===== config.mk =====
export PLATFORM = sky130hd
export DESIGN_NAME = micro_sequencer
export DESIGN_NICKNAME = d
export VERILOG_FILES = /design/src/rtl/micro_sequencer.sv
export SDC_FILE = /design/constraint.sdc
export NUM_CORES = 1
export LEC_CHECK = 0
export BUFFER_PORTS_ARGS = -buffer_cell sky130_fd_sc_hd__clkbuf_2
export CELL_PAD_IN_SITES_DETAIL_PLACEMENT = 1
export CELL_PAD_IN_SITES_GLOBAL_PLACEMENT = 1
export CORE_MARGIN = 2
export CORE_UTILIZATION = 35
export CTS_CLUSTER_SIZE = 40
export DETAILED_ROUTE_END_ITERATION = 7
export GPL_ROUTABILITY_DRIVEN = 0
export PLACE_DENSITY_LB_ADDON = 0.1
export SLEW_MARGIN = 20
export SYNTH_ARGS = -nofsm -noshare
export SYNTH_HDL_FRONTEND = slang
export SYNTH_SLANG_ARGS = --single-unit

===== constraint.sdc =====
create_clock -name clk_i -period 4.28 [get_ports clk_i]
set_clock_uncertainty 0.2 [all_clocks]
set_input_delay 0.428 -clock clk_i [delete_from_list [all_inputs] [get_ports clk_i]]
set_output_delay 0.428 -clock clk_i [all_outputs]
set_load 0.1 [all_outputs]

===== src/rtl/micro_sequencer.sv =====
// micro_sequencer: next-address controller for the microprogrammed control unit.
// Holds the micro-PC that addresses the control store and picks the next one each
// cycle from increment, jump, conditional branch, call/return, IB/SB dispatch or fetch.
//
// Ports:
//   clk_i        rising-edge clock
//   rst_i        synchronous reset, active-high
//   stall_i      memory wait; freezes all sequencer state
//   seq_op_i     next-address op from the current microword
//   br_addr_i    branch/jump/call target from the current microword
//   cond_sel_i   00 Z, 01 C, 10 !Z, 11 always
//   z_flag_i     ALU zero flag
//   c_flag_i     ALU carry flag
//   ib_i         decoder initial dispatch address
//   sb_i         decoder secondary dispatch address
//   upc_o        registered micro-PC (control-store address)
//   depth_o      return-stack occupancy
//   ill_op_o     one-cycle pulse after an illegal instruction was dispatched
//   stack_err_o  sticky overflow/underflow flag, cleared only by reset
module micro_sequencer #(
  parameter int unsigned          AW          = 5,
  parameter int unsigned          STACK_DEPTH = 2,
  parameter logic [AW-1:0]        FETCH_ADDR  = 5'b00000,
  parameter logic [AW-1:0]        ILL_CODE    = 5'b11111,
  parameter logic [AW-1:0]        TRAP_ADDR   = 5'b11110
) (
  input  logic          clk_i,
  input  logic          rst_i,
  input  logic          stall_i,
  input  logic [2:0]    seq_op_i,
  input  logic [AW-1:0] br_addr_i,
  input  logic [1:0]    cond_sel_i,
  input  logic          z_flag_i,
  input  logic          c_flag_i,
  input  logic [AW-1:0] ib_i,
  input  logic [AW-1:0] sb_i,
  output logic [AW-1:0] upc_o,
  output logic [2:0]    depth_o,
  output logic          ill_op_o,
  output logic          stack_err_o
);

  typedef enum logic [2:0] {
    OpNext   = 3'b000,
    OpJump   = 3'b001,
    OpDispIb = 3'b010,
    OpDispSb = 3'b011,
    OpBrCond = 3'b100,
    OpCall   = 3'b101,
    OpRet    = 3'b110,
    OpFetch  = 3'b111
  } seq_op_e;

  logic [AW-1:0] upc_q, upc_d;
  logic [2:0]    depth_q, depth_d;
  logic          ill_q, ill_d;
  logic          err_q, err_d;
  logic [AW-1:0] stack_q [STACK_DEPTH];
  logic [AW-1:0] stack_d [STACK_DEPTH];

  logic [AW-1:0] inc;
  logic          cond;
  logic [AW-1:0] top;
  logic          full;

  assign inc  = upc_q + 1'b1;
  assign full = (depth_q == 3'(STACK_DEPTH));

  always_comb begin
    unique case (cond_sel_i)
      2'b00:   cond = z_flag_i;
      2'b01:   cond = c_flag_i;
      2'b10:   cond = ~z_flag_i;
      default: cond = 1'b1;
    endcase
  end

  // Top of stack is the entry just below depth_q.
  always_comb begin
    top = FETCH_ADDR;
    for (int i = 0; i < int'(STACK_DEPTH); i++) begin
      if (3'(i + 1) == depth_q) top = stack_q[i];
    end
  end

  always_comb begin
    upc_d   = upc_q;
    depth_d = depth_q;
    ill_d   = 1'b0;
    err_d   = err_q;
    stack_d = stack_q;
    if (!stall_i) begin
      unique case (seq_op_e'(seq_op_i))
        OpNext:   upc_d = inc;
        OpJump:   upc_d = br_addr_i;
        OpDispIb: begin
          if (ib_i == ILL_CODE) begin
            upc_d = TRAP_ADDR;
            ill_d = 1'b1;
          end else begin
            upc_d = ib_i;
          end
        end
        OpDispSb: upc_d = sb_i;
        OpBrCond: upc_d = cond ? br_addr_i : inc;
        OpCall: begin
          upc_d = br_addr_i;
          if (full) begin
            err_d = 1'b1;
          end else begin
            for (int i = 0; i < int'(STACK_DEPTH); i++) begin
              if (3'(i) == depth_q) stack_d[i] = inc;
            end
            depth_d = depth_q + 3'd1;
          end
        end
        OpRet: begin
          if (depth_q != 3'd0) begin
            upc_d   = top;
            depth_d = depth_q - 3'd1;
          end else begin
            upc_d = FETCH_ADDR;
            err_d = 1'b1;
          end
        end
        OpFetch: begin
          upc_d   = FETCH_ADDR;
          depth_d = 3'd0;
        end
        default: upc_d = upc_q;
      endcase
    end
  end

  always_ff @(posedge clk_i) begin
    if (rst_i) begin
      upc_q   <= FETCH_ADDR;
      depth_q <= 3'd0;
      ill_q   <= 1'b0;
      err_q   <= 1'b0;
      for (int i = 0; i < int'(STACK_DEPTH); i++) stack_q[i] <= '0;
    end else begin
      upc_q   <= upc_d;
      depth_q <= depth_d;
      ill_q   <= ill_d;
      err_q   <= err_d;
      stack_q <= stack_d;
    end
  end

  assign upc_o       = upc_q;
  assign depth_o     = depth_q;
  assign ill_op_o    = ill_q;
  assign stack_err_o = err_q;

endmodule

==> results.txt, run 1 <==
* Worst path cell trace: inv_1, ha_1, nand3b_1, a2111oi_2, o311ai_1, a31oi_1
* Hold Crit Start: ib_i[0]
- Derived from the worst setup path, the maximum achievable clock frequency is 475 MHz.
- Class of the tightest hold or removal check: input port to flop
- The number of pins with negative max-slew slack in the final report was 0.
- Post-layout nets: 223
- sky130_fd_sc_hd__dfxtp_1 is the most common cell in the netlist.
- In this run the tightest slew margin relative to its limit is 0.639.
- The commonest cells after synthesis are 20 x sky130_fd_sc_hd__dfxtp_1, 14 x sky130_fd_sc_hd__nand2_1, 12 x sky130_fd_sc_hd__nor2_1.
* Number of global-route vias before repair: 1379
* Number of cell rows: 23
* P&R area growth vs syn: 16.4%
* CP required: 4.27 ns
- Measured along the y axis, the die boundary spans 67.6 um.
* Result of the run: completed
- Setup violations remaining at the end of the flow were counted as 0.
- After floorplanning, the core was sized to cover 3940 um^2.
- The detail route stage leaves a number of antenna-violating nets equal to 0.
* Resize count post-CTS: 0
- For this run, the leading register cell type out of synthesis is sky130_fd_sc_hd__dfxtp_1.
* RSZ-0062 raised after global routing: false
- After synthesis the netlist holds a flip-flop and latch count of 20.
* Switching part of the total: 0.312
- Worst-case clock buffer depth: 2
* Endpoint kind of the worst setup timing path: flop
- Among all stages on the critical path, the largest delay is contributed by sky130_fd_sc_hd__dfxtp_1.
- Counting distinct cell types in the post-synthesis netlist gives 48.
- Of the total power, combinational logic draws 0.248.
* First element of the critical path: depth_o[0]
- Post-detail-place hpwl: 3380 um
- Ys async rst share: 0
- From left edge to right edge, the die measures 67.6 um.
- In the post-synthesis netlist, the biggest area contributors are sky130_fd_sc_hd__dfxtp_1 28%, sky130_fd_sc_hd__mux2i_1 7.1%, sky130_fd_sc_hd__ha_1 5.3%.
- The clock reaches the later pin of the worst-skew pair after 0.26 ns.
- Arrival time of the worst setup path: 2.09 ns
- The share of total power dissipated in the clock network is 0.366.
- Shortest clock period the worst path allows after layout: 2.11 ns
- The final count of hold timing violations was 0.
- The first global-routing pass estimated 6890 um of wire.
- Pin count of the biggest net entering global routing: 26
* Number of detailed-routing iterations run before antenna repair: 4
- Across every metal layer, demand over resource in global routing totals 0.205.
* Part of the cycle the worst path needs: 0.492
* Areal power density over the cells: 314 nW/um^2
- At the pin with the least slew margin, the transition time is 0.544 ns.
- After detailed routing, the number of remaining DRC violations is 0.
* Post-CTS setup repair buffer count: 0
- Clock Tree Root: sky130_fd_sc_hd__clkbuf_8
- 35 I/O pins were placed.
- Via count: 1334
* Antenna violations before repair: 0
* Gr ovfl total: 0
- The initial utilization of the core area, before any placement, comes to 0.359.
- Synthesis produced a netlist whose cell count is 161.
- Total negative setup slack: 0 ns
* Type of the worst setup path: flop to flop
- Total of max-cap violations: 0
- The floorplan step defined a die boundary enclosing 4570 um^2.
- Startpoint class of the critical path: flop
- During synthesis, Yosys emitted a total of 0 warnings.
- CTS saw 20 sinks.
- After clock tree synthesis, the flow added hold-fix buffers numbering 0.
* CTS tree: yes
* Launching point of the worst reg2reg path: depth_o[0]
* Worst supply voltage drop on vdd: 0.000189 V
* Maximum level of the CTS H-tree: 1
* Fraction of power consumed by sequential logic: 0.386
- Leakage power total: 0.709 nW
* Mean routed wirelength per cell: 17.5 um
* Average via count per standard cell: 5.54
- In this run, the number of DRC markers left after iteration 0 of detailed routing was 46.
* Crit path buffers/inverters: 1
* Routed WL: 4210 um
* Critical path's largest stage delay: 0.43 ns
- Clock-pin slew was measured on the worst setup and hold paths at 0.07 ns.
- Final hold slack: 0.209 ns
- The average instance in the mapped netlist occupies 8.79 um^2.
* Share of the synthesized area in the top cell type: 0.283
- Clock tree synthesis inserted a total of 3 buffers.
* Internal power of the cells: 0.356 mW
- Antenna cells: 0
- The cell family contributing the most delay on the critical path is compound AO/OA/AOI/OAI gates.
* Number of synthesized flops with an enable pin: 0
- Counting every net in the synthesized netlist gives 192.
- The synthesized netlist occupies a cell area of 1420 um^2.
* Number of I/O port buffers: 34
* Max FO, Critical Path: 13
- Sequential share of the synthesized area: 0.283
- In the final layout, the share of cells above drive strength 1 is 0.267.
- The largest total area in the synthesized netlist belongs to sky130_fd_sc_hd__dfxtp_1.
- Summed over all nets, the switching power comes to 0.161 mW.
[through the flow]
stage / power (mW) / instances / utilization / area, um^2 / setup WS (ns)
2_1_floorplan: 0.301 / 161 / - / 1420 / 1.70
3_3_place_gp: 0.329 / 237 / 0.400 / 1580 / 2.28
3_5_place_dp: 0.333 / 237 / 0.400 / 1580 / 2.15
4_1_cts: 0.523 / 241 / 0.418 / 1650 / 2.14
5_1_grt: 0.543 / 241 / 0.418 / 1650 / 2.01
6_report: 0.517 / 241 / 0.418 / 1650 / 2.17
[final timing paths]
check                      to  slack [ns]  cells past startpoint
setup / recovery     upc_o[4]        2.17                      6
hold / removal       ill_op_o        0.21                      3
setup reg to reg     upc_o[4]        2.17                      6
hold reg to reg   stack_err_o        0.29                      2
[state kept, by name, indices dropped and copies added (netlist names)]
register     count
ill_op_o         1
stack_err_o      1
depth_o          3
upc_o            5
stack_q         10
[area by class of cell]
| class | instances | area, um^2 |
|---|---|---|
| Clock inverter | 1 | 30.0 |
| Clock buffer | 3 | 41.3 |
| Inverter | 5 | 18.8 |
| Multi-Input combinational cell | 128 | 923 |
| Sequential cell | 20 | 400 |
| Timing Repair Buffer | 34 | 170 |
| Tap cell | 50 | 62.6 |
| Fill cell | 480 | 2300 |
[power by group through the flow]
stage / Combinational (mW) / Clock [mW] / Sequential [mW]
6_report: 0.128 / 0.190 / 0.200
5_1_grt: 0.140 / 0.202 / 0.201
4_1_cts: 0.130 / 0.194 / 0.200
3_5_place_dp: 0.129 / 0 / 0.204
3_3_place_gp: 0.126 / 0 / 0.203
2_1_floorplan: 0.0631 / 0 / 0.238
[tightest hold or removal path, delay by kind of cell]
family | cells | cell delay [ns]
AND/OR/NAND/NOR | 2 | 0.11
buffers and inverters | 1 | 0.09
[layout by cell type, fill, tap and decap left out, drive strengths merged, types with 2 or more instances in the layout]
cell type	Yosys	layout
o211ai	6	6
clkbuf	2	37
nand3b	4	4
xnor2	2	2
nand3	8	8
a31oi	6	6
mux2i	10	10
nor2b	5	5
nor4	2	2
nor2	12	12
ha	6	6
inv	5	5
o21a	2	2
dfxtp	20	20
mux2	4	4
o211a	2	2
nor3b	2	2
o21ai	7	7
a21oi	9	9
a221oi	4	4
nand2	14	14
or2	3	3
o21bai	4	4
[cell families (layout without fill, tap and decap cells)]
| group | Yosys count | in the layout | share of synthesized area |
|---|---|---|---|
| AND/OR/NAND/NOR | 57 | 57 | 0.236 |
| AO/OA/AOI/OAI | 48 | 48 | 0.242 |
| flip-flops | 20 | 20 | 0.283 |
| multiplexers | 14 | 14 | 0.103 |
| buffers and inverters | 13 | 43 | 0.0645 |
| adder cells (fa/ha/maj) | 6 | 6 | 0.0530 |
| XOR/XNOR | 3 | 3 | 0.0186 |
[metal layers]
| layer | wire [um] | up-vias | GRT usage | part of all wire |
|---|---|---|---|---|
| met5 | 0 | - | 0 | 0 |
| met4 | 97 | 0 | 0.0485 | 0.023 |
| met3 | 140 | 8 | 0.0433 | 0.033 |
| met2 | 2060 | 28 | 0.358 | 0.49 |
| met1 | 1910 | 637 | 0.255 | 0.45 |
| li1 | - | 661 | - | - |
Note: power is estimated with default switching activity, not from simulation.
==> inputs of run 2 (changes only) <==
==> constraint.sdc (replaced) <==
create_clock -name clk_i -period 1.8 [get_ports clk_i]
set_clock_uncertainty 0.2 [all_clocks]
set_input_delay 0.18 -clock clk_i [delete_from_list [all_inputs] [get_ports clk_i]]
set_output_delay 0.18 -clock clk_i [all_outputs]
set_load 0.1 [all_outputs]
==> run 2 against run 1 <==
  * The flow now finishes with violations (negative hold slack)
  * Cell area rose by 7.4%
  * Critical path depth did not move
  * Worst setup slack got worse by 2.1 ns
  * Via count rose by 4.7%
  * Fmax rose by 21%
  * Sequential power rose by 140%
  * Utilization rose by 3.1 points
  * Critical endpoint unchanged
  * Highest routed layer unchanged
==> results.txt, run 2 (synthesis results as in run 1) <==
* Result of the run: finished, violations left
- The checks that failed: negative hold slack.
* Relative slew slack: 0.636 (-0.00298)
- Mean routed wirelength per cell: 17.0 um (-2.8%)
- Crit path buffers/inverters: 1 (unchanged)
- Die outline area: 4570 um^2 (unchanged)
- The final count of negative-setup-slack endpoints is 0 (unchanged).
* First-pass GRT wire length: 6870 um (-0.30%)
- The flip-flop count of the largest register after layout was 10 (unchanged).
- Total core area: 3940 um^2 (unchanged)
- The critical path starts at depth_o[0].
- Launching point of the worst reg2reg path: depth_o[0]
- The clock latency of the later-clocked register in the worst-skew pair was 0.27 ns (about the same).
- Highest metal layer with signal wires: met4
- Clock buffer count from CTS: 3 (unchanged)
- The net count reported at finish is 230 (+3.1%).
* Areal power density over the cells: 659 nW/um^2 (+110%)
- The number of max-capacitance violations reported is 0 (unchanged).
* Number of clock sinks: 20 (unchanged)
* Pre-CTS setup slack: -0.0528 ns (-2.21 ns)
- Maximum level of the CTS H-tree: 1 (unchanged)
* Critical path's largest stage delay: 0.38 ns (-0.05 ns)
* Gr ovfl total: 0 (unchanged)
* Worst path cell trace: inv_4, ha_4, nand3b_1, a2111oi_4, o311ai_1, a31oi_1
* Max FO, Critical Path: 13 (unchanged)
- Total routing resource utilization after global routing: 0.207 (+0.00214)
- Arrival time of the worst setup path: 1.73 ns (-0.36 ns)
- Number of global-route vias before repair: 1404 (+1.8%)
- TritonCTS built the clock tree.
* Number of filler cells placed in the layout: 479 (-0.21%)
* Routed met3 length: 131 um (-6.4%)
* Top Family by Delay on Critical Path: compound AO/OA/AOI/OAI gates
* Shortest clock period the worst path allows after layout: 1.74 ns (-0.367 ns)
- The maximum VDD drop is 0.000288 V (+53%).
* Hold Crit Start: br_addr_i[2]
- The total vias in the final route came to 1397 (+4.7%).
- Total instance count after detailed placement: 240 (+1.3%)
* Number of failing hold endpoints at the final stage: 1 (+1)
- Initial cell density of the core: 0.359 (unchanged)
* Pin count of the biggest net entering global routing: 21 (-19%)
* Met2 wire length: 2140 um (+3.7%)
- The tightest hold margin was -0.00745 ns (-0.216 ns).
- Number of detailed-routing iterations run before antenna repair: 4 (unchanged)
- Fraction of final layout cells with drive strength greater than 1: 0.354 (+0.0865)
- Leakage power total: 0.743 nW (+4.7%)
- Worst-Margin Slew: 0.548 ns (+0.00449 ns)
- The number of pins with negative max-slew slack in the final report came to 0 (unchanged).
* Chip width: 67.6 um (unchanged)
* Part of the cycle the worst path needs: 0.966 (+0.474)
* Endpoint kind of the worst setup timing path: flop
- The detailed-route wire length on metal 1 is 1830 um (-3.9%).
* Clock-pin slew of the registers on the worst-case setup and hold paths: 0.08 ns (about the same)
- Antenna violations before repair: 0 (unchanged)
- The root buffer cell chosen for the clock tree is sky130_fd_sc_hd__clkbuf_8.
- Number of top-level design ports: 35 (unchanged)
* Antenna cells: 0 (unchanged)
- Critical path's slowest cell: sky130_fd_sc_hd__dfxtp_4
- The die span in y is 67.6 um (unchanged).
- The total wirelength of the detailed-routed design came to 4210 um (about the same).
- The ratio of routed vias to standard cells was 5.63 (+1.8%).
- RSZ-0062 raised after global routing: true
* Post-detail-place hpwl: 3330 um (-1.4%)
- Number of cell rows: 23 (unchanged)
* P&R area growth vs syn: 24.9%
- Class of the tightest hold or removal check: input port to flop
* Most frequent cells in the layout: 34 x sky130_fd_sc_hd__clkbuf_2, 14 x sky130_fd_sc_hd__nand2_1, 12 x sky130_fd_sc_hd__nor2_1, 12 x sky130_fd_sc_hd__dfxtp_1, 10 x sky130_fd_sc_hd__mux2i_1
- Startpoint class of the critical path: flop
- The remaining antenna violation count after routing was 0 (unchanged).
* CP required: 1.79 ns (-2.48 ns)
- The final routed DRC violation total was 0 (unchanged).
* Post-layout instance count excluding filler cells: 248 (+2.9%)
* Initial DRC Count: 60 (+30%)
- The register with the most flip-flops in the final layout is stack_q.
- The smallest setup slack after layout is 0.0616 ns (-2.11 ns).
- Most common cell after layout, fill and taps aside: sky130_fd_sc_hd__clkbuf_2
* Timing-limited maximum frequency: 575 MHz (+21%)
- Type of the worst setup path: flop to flop
* Number of I/O port buffers: 34 (unchanged)
* Worst-case clock buffer depth: 2 (unchanged)
==> run 2: worst paths after layout <==
kind	depth (start not counted)	endpoint	slack [ns]
max	6	upc_o[4]	0.06
min	3	upc_o[2]	-0.007
max reg2reg	6	upc_o[4]	0.06
min reg2reg	2	stack_err_o	0.28
==> run 2: repair_timing <==
item                                    in CTS  in global routing
endpoints found under the hold margin        3                  0
pin swaps                                    1                  2
buffers inserted                             0                  1
gates resized for setup                      2                  4
endpoints found under the setup margin       1                  6
cloned                                       0                  0
hold buffers                                 3                  0
==> run 2: worst min-delay path, delay by kind of cell <==
| family | cells | cell delay (ns) |
|---|---|---|
| buffers and inverters | 1 | 0.08 |
| AO/OA/AOI/OAI | 2 | 0.17 |
==> run 2: stage by stage <==
| stage | power (mW) | area [um^2] | util | setup TNS (ns) |
|---|---|---|---|---|
| CTS | 1.17 | 1750 | 0.443 | 0 |
| floorplan | 0.725 | 1470 | - | -0.0143 |
| finish | 1.16 | 1770 | 0.448 | 0 |
| detailed placement | 0.805 | 1650 | 0.417 | -0.0528 |
| global route | 1.22 | 1770 | 0.448 | -0.0532 |
| global placement | 0.798 | 1650 | 0.417 | 0 |
==> run 2: report_power, final <==
group          internal (mW)  switching, mW
clock network          0.195          0.161
logic                  0.113          0.219
registers              0.456         0.0198
total                  0.765          0.400
==> run 2: area by class of cell <==
cell class	instances	area (um^2)	share of cell area
repair buffers	41	230	0.130
inverters	5	23.8	0.0134
flip-flops and latches	20	420	0.238
clock buffers	4	55.1	0.0311
multi-input cells	128	976	0.552
well taps	50	62.6	0.0354
==> run 2: metal layers <==
metal	global-route usage	vias up
li1	-	678
met2	0.350	33
met3	0.0350	9
met1	0.251	677
met5	0	-
met4	0.102	0
